==> src/rtl/spi_param_pkg.sv <==
// Shared types and helpers for the parametrised SPI master.
package spi_param_pkg;

    typedef enum logic [2:0] {
        IDLE,
        SHIFT,
        TRAIL,
        NEXT,
        GAP
    } state_t;

    // SPI mode numbering as {cpol, cpha}
    localparam logic [1:0] SPI_MODE0 = 2'b00;
    localparam logic [1:0] SPI_MODE1 = 2'b01;
    localparam logic [1:0] SPI_MODE2 = 2'b10;
    localparam logic [1:0] SPI_MODE3 = 2'b11;

    function automatic int cs_sel_w(input int n);
        return (n > 1) ? $clog2(n) : 1;
    endfunction

endpackage

==> src/rtl/spi_clk_div.sv <==
// Half-period timer: counts 0..i_div while i_run is high and strobes o_tick
// on the final count, restarting from zero on the following cycle.
module spi_clk_div #(
    parameter int DIV_W = 8
) (
    input  logic             clk,
    input  logic             reset,
    input  logic             i_run,
    input  logic [DIV_W-1:0] i_div,
    output logic             o_tick
);

    logic [DIV_W-1:0] r_cnt;
    logic             w_tick;

    assign w_tick = i_run && (r_cnt == i_div);
    assign o_tick = w_tick;

    // NOTE: sequential state uses non-blocking assignments so every flop samples pre-edge values.
    always_ff @(posedge clk or posedge reset) begin
        if (reset) begin
            r_cnt <= '0;
        end else if (!i_run || w_tick) begin
            r_cnt <= '0;
        end else begin
            r_cnt <= r_cnt + DIV_W'(1);
        end
    end

endmodule

==> src/rtl/spi_master_param.sv <==
// Parametrised SPI master: configurable word width, chip selects, CPOL/CPHA,
// bit order and SCK divider, with CS held across multi-word bursts.
module spi_master_param
    import spi_param_pkg::*;
#(
    parameter int DATA_W   = 8,
    parameter int CS_N     = 4,
    parameter int DIV_W    = 8,
    parameter int CS_SEL_W = cs_sel_w(CS_N)
) (
    input  logic                clk,
    input  logic                reset,
    input  logic                en,
    input  logic [DIV_W-1:0]    div,
    input  logic                cpol,
    input  logic                cpha,
    input  logic                msb_first,
    input  logic [CS_SEL_W-1:0] cs_sel,
    input  logic [DATA_W-1:0]   tx_data,
    input  logic                tx_last,
    input  logic                tx_valid,
    output logic                tx_ready,
    output logic [DATA_W-1:0]   rx_data,
    output logic                rx_valid,
    output logic                busy,
    output logic                sck,
    output logic [CS_N-1:0]     cs_n,
    output logic                sdo,
    input  logic                sdi
);

    localparam int                EDGE_W    = $clog2(2 * DATA_W + 1);
    localparam logic [EDGE_W-1:0] LAST_EDGE = EDGE_W'(2 * DATA_W);

    state_t              r_state;
    state_t              w_next_state;

    logic [DIV_W-1:0]    r_div;
    logic                r_cpol;
    logic                r_cpha;
    logic                r_msb_first;
    logic                r_last;
    logic [DATA_W-1:0]   r_shift;
    logic [EDGE_W-1:0]   r_edge;
    logic                r_sck_int;
    logic                r_sdo;
    logic [CS_N-1:0]     r_cs_n;
    logic [DATA_W-1:0]   r_rx_data;
    logic                r_rx_valid;

    logic                w_run;
    logic                w_tick;
    logic                w_hs;
    logic                w_trail_sample;
    logic [EDGE_W-1:0]   w_k;
    logic                w_sample;
    logic                w_drive;
    logic [DATA_W-1:0]   w_shifted;

    function automatic logic out_bit(input logic [DATA_W-1:0] v, input logic msb);
        return msb ? v[DATA_W-1] : v[0];
    endfunction

    function automatic logic [DATA_W-1:0] shift_in(input logic [DATA_W-1:0] v,
                                                   input logic msb, input logic b);
        return msb ? {v[DATA_W-2:0], b} : {b, v[DATA_W-1:1]};
    endfunction

    // An out-of-range index decodes to no asserted select.
    function automatic logic [CS_N-1:0] cs_decode(input logic [CS_SEL_W-1:0] sel);
        logic [CS_N-1:0] v;
        v = '1;
        for (int i = 0; i < CS_N; i++) begin
            if (32'(sel) == 32'(i)) v[i] = 1'b0;
        end
        return v;
    endfunction

    spi_clk_div #(
        .DIV_W (DIV_W)
    ) u_clk_div (
        .clk    (clk),
        .reset  (reset),
        .i_run  (w_run),
        .i_div  (r_div),
        .o_tick (w_tick)
    );

    assign w_hs      = tx_valid && tx_ready;
    assign w_k       = r_edge + EDGE_W'(1);
    assign w_shifted = shift_in(r_shift, r_msb_first, sdi);

    always_comb begin
        w_trail_sample = 1'b0;
        case ({r_cpol, r_cpha})
            SPI_MODE0, SPI_MODE2: w_trail_sample = 1'b0;
            SPI_MODE1, SPI_MODE3: w_trail_sample = 1'b1;
            default:              w_trail_sample = 1'b0;
        endcase
    end

    // Leading-edge sampling uses odd edges; trailing-edge sampling uses even edges.
    assign w_sample = w_trail_sample ? ~w_k[0] : w_k[0];
    assign w_drive  = w_trail_sample ? w_k[0] : (~w_k[0] && (w_k != LAST_EDGE));

    always_ff @(posedge clk or posedge reset) begin
        if (reset) begin
            r_state <= IDLE;
        end else begin
            r_state <= w_next_state;
        end
    end

    // NOTE: every combinational output gets a default first so no latch is inferred.
    always_comb begin
        w_next_state = r_state;
        case (r_state)
            IDLE:    if (w_hs) w_next_state = SHIFT;
            SHIFT:   if (w_tick && (w_k == LAST_EDGE)) w_next_state = TRAIL;
            TRAIL:   if (w_tick) w_next_state = r_last ? GAP : NEXT;
            NEXT:    if (w_hs) w_next_state = SHIFT;
            GAP:     if (w_tick) w_next_state = IDLE;
            default: w_next_state = IDLE;
        endcase
        if (!en) w_next_state = IDLE;
    end

    always_comb begin
        tx_ready = 1'b0;
        w_run    = 1'b0;
        busy     = (r_state != IDLE);
        case (r_state)
            IDLE, NEXT:       tx_ready = en && !reset;
            SHIFT, TRAIL, GAP: w_run   = en;
            default: ;
        endcase
    end

    always_ff @(posedge clk or posedge reset) begin
        if (reset) begin
            r_div       <= '0;
            r_cpol      <= 1'b0;
            r_cpha      <= 1'b0;
            r_msb_first <= 1'b0;
            r_last      <= 1'b0;
            r_shift     <= '0;
            r_edge      <= '0;
            r_sck_int   <= 1'b0;
            r_sdo       <= 1'b1;
            r_cs_n      <= '1;
            r_rx_data   <= '0;
            r_rx_valid  <= 1'b0;
        end else if (!en) begin
            r_div       <= '0;
            r_cpol      <= 1'b0;
            r_cpha      <= 1'b0;
            r_msb_first <= 1'b0;
            r_last      <= 1'b0;
            r_shift     <= '0;
            r_edge      <= '0;
            r_sck_int   <= 1'b0;
            r_sdo       <= 1'b1;
            r_cs_n      <= '1;
            r_rx_data   <= '0;
            r_rx_valid  <= 1'b0;
        end else begin
            r_rx_valid <= 1'b0;
            case (r_state)
                IDLE: begin
                    if (w_hs) begin
                        r_div       <= div;
                        r_cpol      <= cpol;
                        r_cpha      <= cpha;
                        r_msb_first <= msb_first;
                        r_last      <= tx_last;
                        r_shift     <= tx_data;
                        r_edge      <= '0;
                        r_sck_int   <= 1'b0;
                        r_cs_n      <= cs_decode(cs_sel);
                        r_sdo       <= cpha ? 1'b1 : out_bit(tx_data, msb_first);
                    end
                end
                SHIFT: begin
                    if (w_tick) begin
                        r_sck_int <= ~r_sck_int;
                        r_edge    <= w_k;
                        if (w_sample) r_shift <= w_shifted;
                        if (w_drive)  r_sdo   <= out_bit(r_shift, r_msb_first);
                        // The trailing-edge mode takes its last sample on this same edge.
                        if (w_k == LAST_EDGE) begin
                            r_edge     <= '0;
                            r_rx_data  <= w_sample ? w_shifted : r_shift;
                            r_rx_valid <= 1'b1;
                        end
                    end
                end
                TRAIL: begin
                    if (w_tick && r_last) begin
                        r_cs_n <= '1;
                        r_sdo  <= 1'b1;
                    end
                end
                NEXT: begin
                    if (w_hs) begin
                        r_shift <= tx_data;
                        r_last  <= tx_last;
                        r_edge  <= '0;
                        if (!r_cpha) r_sdo <= out_bit(tx_data, r_msb_first);
                    end
                end
                default: ;
            endcase
        end
    end

    assign sck      = r_sck_int ^ r_cpol;
    assign cs_n     = r_cs_n;
    assign sdo      = r_sdo;
    assign rx_data  = r_rx_data;
    assign rx_valid = r_rx_valid;

endmodule

==> config.mk <==
export PLATFORM = sky130hd
export DESIGN_NAME = spi_master_param
export DESIGN_NICKNAME = d
export VERILOG_FILES = /design/src/rtl/spi_param_pkg.sv /design/src/rtl/spi_clk_div.sv /design/src/rtl/spi_master_param.sv
export SDC_FILE = /design/constraint.sdc
export NUM_CORES = 1
export LEC_CHECK = 0
export CELL_PAD_IN_SITES_DETAIL_PLACEMENT = 1
export CELL_PAD_IN_SITES_GLOBAL_PLACEMENT = 1
export CORE_UTILIZATION = 35
export CTS_BUF_LIST = sky130_fd_sc_hd__clkbuf_4 sky130_fd_sc_hd__clkbuf_8
export DETAILED_ROUTE_END_ITERATION = 7
export GPL_TIMING_DRIVEN = 1
export PLACE_DENSITY_LB_ADDON = 0.1
export SETUP_SLACK_MARGIN = 0.15
export SLEW_MARGIN = 20
export SYNTH_ARGS = -nofsm -noshare
export SYNTH_HDL_FRONTEND = slang
export SYNTH_HIERARCHICAL = 1
export SYNTH_SLANG_ARGS = --single-unit
==> constraint.sdc <==
create_clock -name clk -period 7.6 [get_ports clk]
set_clock_uncertainty 0.2 [all_clocks]
set_input_delay 1.14 -clock clk [delete_from_list [all_inputs] [get_ports clk]]
set_output_delay 1.14 -clock clk [all_outputs]
set_load 0.1 [all_outputs]
==> results.yml <==
global_route:
  grt.overflow.total: 0
  grt_max_degree: 44
  grt_usage: 0.184
  antenna_found_initial: 0
  grt_pass1_wl_um: 12500
  grt_pass1_vias: 2489
die:
  die_h_um: 93.2
  die_area_sq_um: 8690
  start_util: 0.369
  die_w_um: 93.2
  core_sq_um: 7890
  rows: 32
  pin_count: 44
sta:
  worst-slew-pin-transition_ps: 1040
  grt_setup_unrepaired: "false"
  period_share: 0.688
  final_hold_viol_count: 0
  finalSetupTns_ps: 0
  setup_viol: 0
  slew_headroom: 0.300
  fin_crit_ps: 5230
  max_freq_mhz: 191
  final_max_slew_viol_count: 0
synth:
  syn_avg_cell_area_sq_um: 9.46
  ys_ff_latch: 51
  async_flop_share: 1.00
  synthCells: 308
  synth_fp_nets: 337
  seq_area_frac_synth: 0.440
  yosysWarnings: 6
  synth_xor_area_frac: 0.0472
  synth_ff_type: "dfrtp_1"
  synth_top_family_by_area: "compound AO/OA/AOI/OAI gates"
  yosys.area_share.adder: 0.00859
  synth_compound_area_frac: 0.237
  synth.area.mux_share: 0.0567
  yosys-top-cells-area: "dfrtp_1 40%, nand2_1 5.2%, dfstp_2 4.5%"
  synth_cell_type_count: 52
  synth_top_area_share: 0.395
  synth_edf_count: 0
  synth_most_common_cell: "dfrtp_1"
  synthSimpleGateAreaFrac: 0.160
  synth_area_sq_um: 2910
  synth_commonest_cells: "46 x dfrtp_1, 40 x nand2_1, 24 x o21ai_0"
  yosysTopAreaCell: "dfrtp_1"
worst_hold_path:
  hold-path-cell-count: 2
  hold_class: "reg2reg"
  min_to: "cs_n[3]$_DFFE_PP1P_"
  hp-start: "cs_n[3]$_DFFE_PP1P_"
power:
  ir_drop_uv: 66.4
  power_density_nw_per_um2: 180
  p_leak_nw: 1.42
cts:
  tritoncts: "done"
  cts_buffer_depth: 2
  cts.sinks: 51
  postCtsSetupBuffers: 0
  cts_resized: 0
  clkSlewWorstSetupHoldPaths_ps: 100
  cts_made_buffers: 5
  postCtsHoldBufs: 0
  htreeDepth: 2
  insertion_delay_ps: 310
  cts-root-buf: "clkbuf_8"
route:
  drt_iter0_markers: 117
  vias: 2372
  detail_route.vias_per_cell: 5.37
  drt_pre_antenna_iters: 4
  wirelength_um: 7290
  drc: 0
  antenna_left: 0
  avgRoutedWirePerCell_um: 16.5
setup_path:
  required_ps: 6260
  cp_top_family: "buffers and inverters"
  crit_arrival_ps: 3890
  path_cells: "clkdlybuf4s50_1, nand2b_1, nor3_1, clkdlybuf4s50_1"
  cp_common_cell: "clkdlybuf4s50_1"
  rr_worst_depth: 8
  path_class: "in2out"
  r2r-start: "u_clk_div/r_cnt[5]$_DFF_PP0_"
  crit_fanout: 26
  r2r_end: "r_edge[3]$_DFFE_PP0P_"
  endpoint_kind: "primary output"
  cp_slowest_cell: "clkdlybuf4s50_1"
  critPathBufInv: 2
  start_kind: "primary input"
  critPathMaxStageDelay_ps: 1170
  reg2reg_slack_ps: 4230
final_layout:
  instances_no_fill: 442
  fillers: 907
  n_antenna_cell: 0
  drive_above_1_share: 0.100
  area_growth_pct: 19.8
  fin_nets: 368
  final_cell_area_sq_um: 3490
job:
  max-cap-violations: 0
place:
  place_congestion: 0.752
  port_buffers: 43
  dpl-instance-area_sq_um: 3380
  place_hpwl_um: 5040
  dp.cells: 434
status:
  status: "finished clean"
## metrics by stage
step	total power, mW	utilization	worst slack (ps)	hold slack, ps
6_report	0.627	0.442	2370	307
5_1_grt	0.659	0.442	2150	332
4_1_cts	0.637	0.442	2330	309
3_5_place_dp	0.438	0.428	2350	282
3_3_place_gp	0.436	0.428	2360	283
2_1_floorplan	0.397	-	2940	266
## per-layer routing
layer	wire length, um	GRT usage	vias up
met2	3570	0.308	36
met4	83	0.0538	0
met1	3430	0.244	1172
li1	-	-	1158
met5	0	0	-
met3	208	0.0309	6
## where the power goes
| group | total, mW | internal (mW) | switching, mW |
|---|---|---|---|
| logic | 0.128 | 0.0474 | 0.0804 |
| clock network | 0.197 | 0.0983 | 0.0983 |
| registers | 0.303 | 0.286 | 0.0168 |
## state kept, by name, summed over array words and instances, names as in the netlist
name and count:
r_state 3, sdo 1, r_shift 8, r_cpha 1, r_edge 5, u_clk_div/r_cnt 8
rx_valid 1, r_msb_first 1, rx_data 8, r_cpol 1, r_div 8, r_sck_int 1
cs_n 4, r_last 1
## worst register-to-register path, cell delays in order (launching register included)
cell	delay, ps
dfrtp_1	440
xor2_1	190
nor4_2	790
and3_1	450
and3b_1	300
a31oi_1	80
o21a_1	450
o21ai_0	260
o21ai_0	100
## how the worst max path moves through the flow
stage	from	end	slack (ps)	cells after the start
after global routing	en	tx_ready	2150	4
after floorplan	en	tx_ready	2940	2
final	en	tx_ready	2370	4
after detailed placement	en	tx_ready	2350	4
after global placement	en	tx_ready	2360	4
after CTS	en	tx_ready	2330	4
## cells by family (layout without fill, tap and decap cells)
kind of cell	after synthesis	after routing
flip-flops	51	51
XOR/XNOR	14	14
AND/OR/NAND/NOR	97	97
multiplexers	15	15
AO/OA/AOI/OAI	97	97
adder cells (fa/ha/maj)	2	2
buffers and inverters	32	64
## final cells by class
cell class | instances | area, sq um | area share
clock buffers | 5 | 68.8 | 0.0197
inverters | 12 | 45.0 | 0.0129
well taps | 102 | 128 | 0.0366
clock inverters | 3 | 43.8 | 0.0125
repair buffers | 44 | 438 | 0.125
flip-flops and latches | 51 | 1280 | 0.368
multi-input cells | 225 | 1480 | 0.425
## layout by cell type, fill, tap and decap left out, types with 4 or more instances in the layout
| cell | synthesis | routed |
|---|---|---|
| nor2b_1 | 4 | 4 |
| nor2_1 | 20 | 20 |
| o21ai_1 | 11 | 11 |
| mux2i_1 | 12 | 12 |
| a21oi_1 | 14 | 14 |
| a211oi_1 | 6 | 6 |
| inv_1 | 11 | 10 |
| clkdlybuf4s50_1 | 0 | 43 |
| dfstp_2 | 5 | 5 |
| clkbuf_8 | 0 | 5 |
| xor2_1 | 11 | 11 |
| a31oi_1 | 6 | 6 |
| o2bb2ai_2 | 8 | 8 |
| nand2_1 | 40 | 40 |
| nand2b_1 | 9 | 9 |
| dfrtp_1 | 46 | 46 |
| a2bb2oi_1 | 8 | 8 |
| nand3_1 | 6 | 6 |
| o21ai_0 | 24 | 24 |
(Power assumes the default switching activity.)
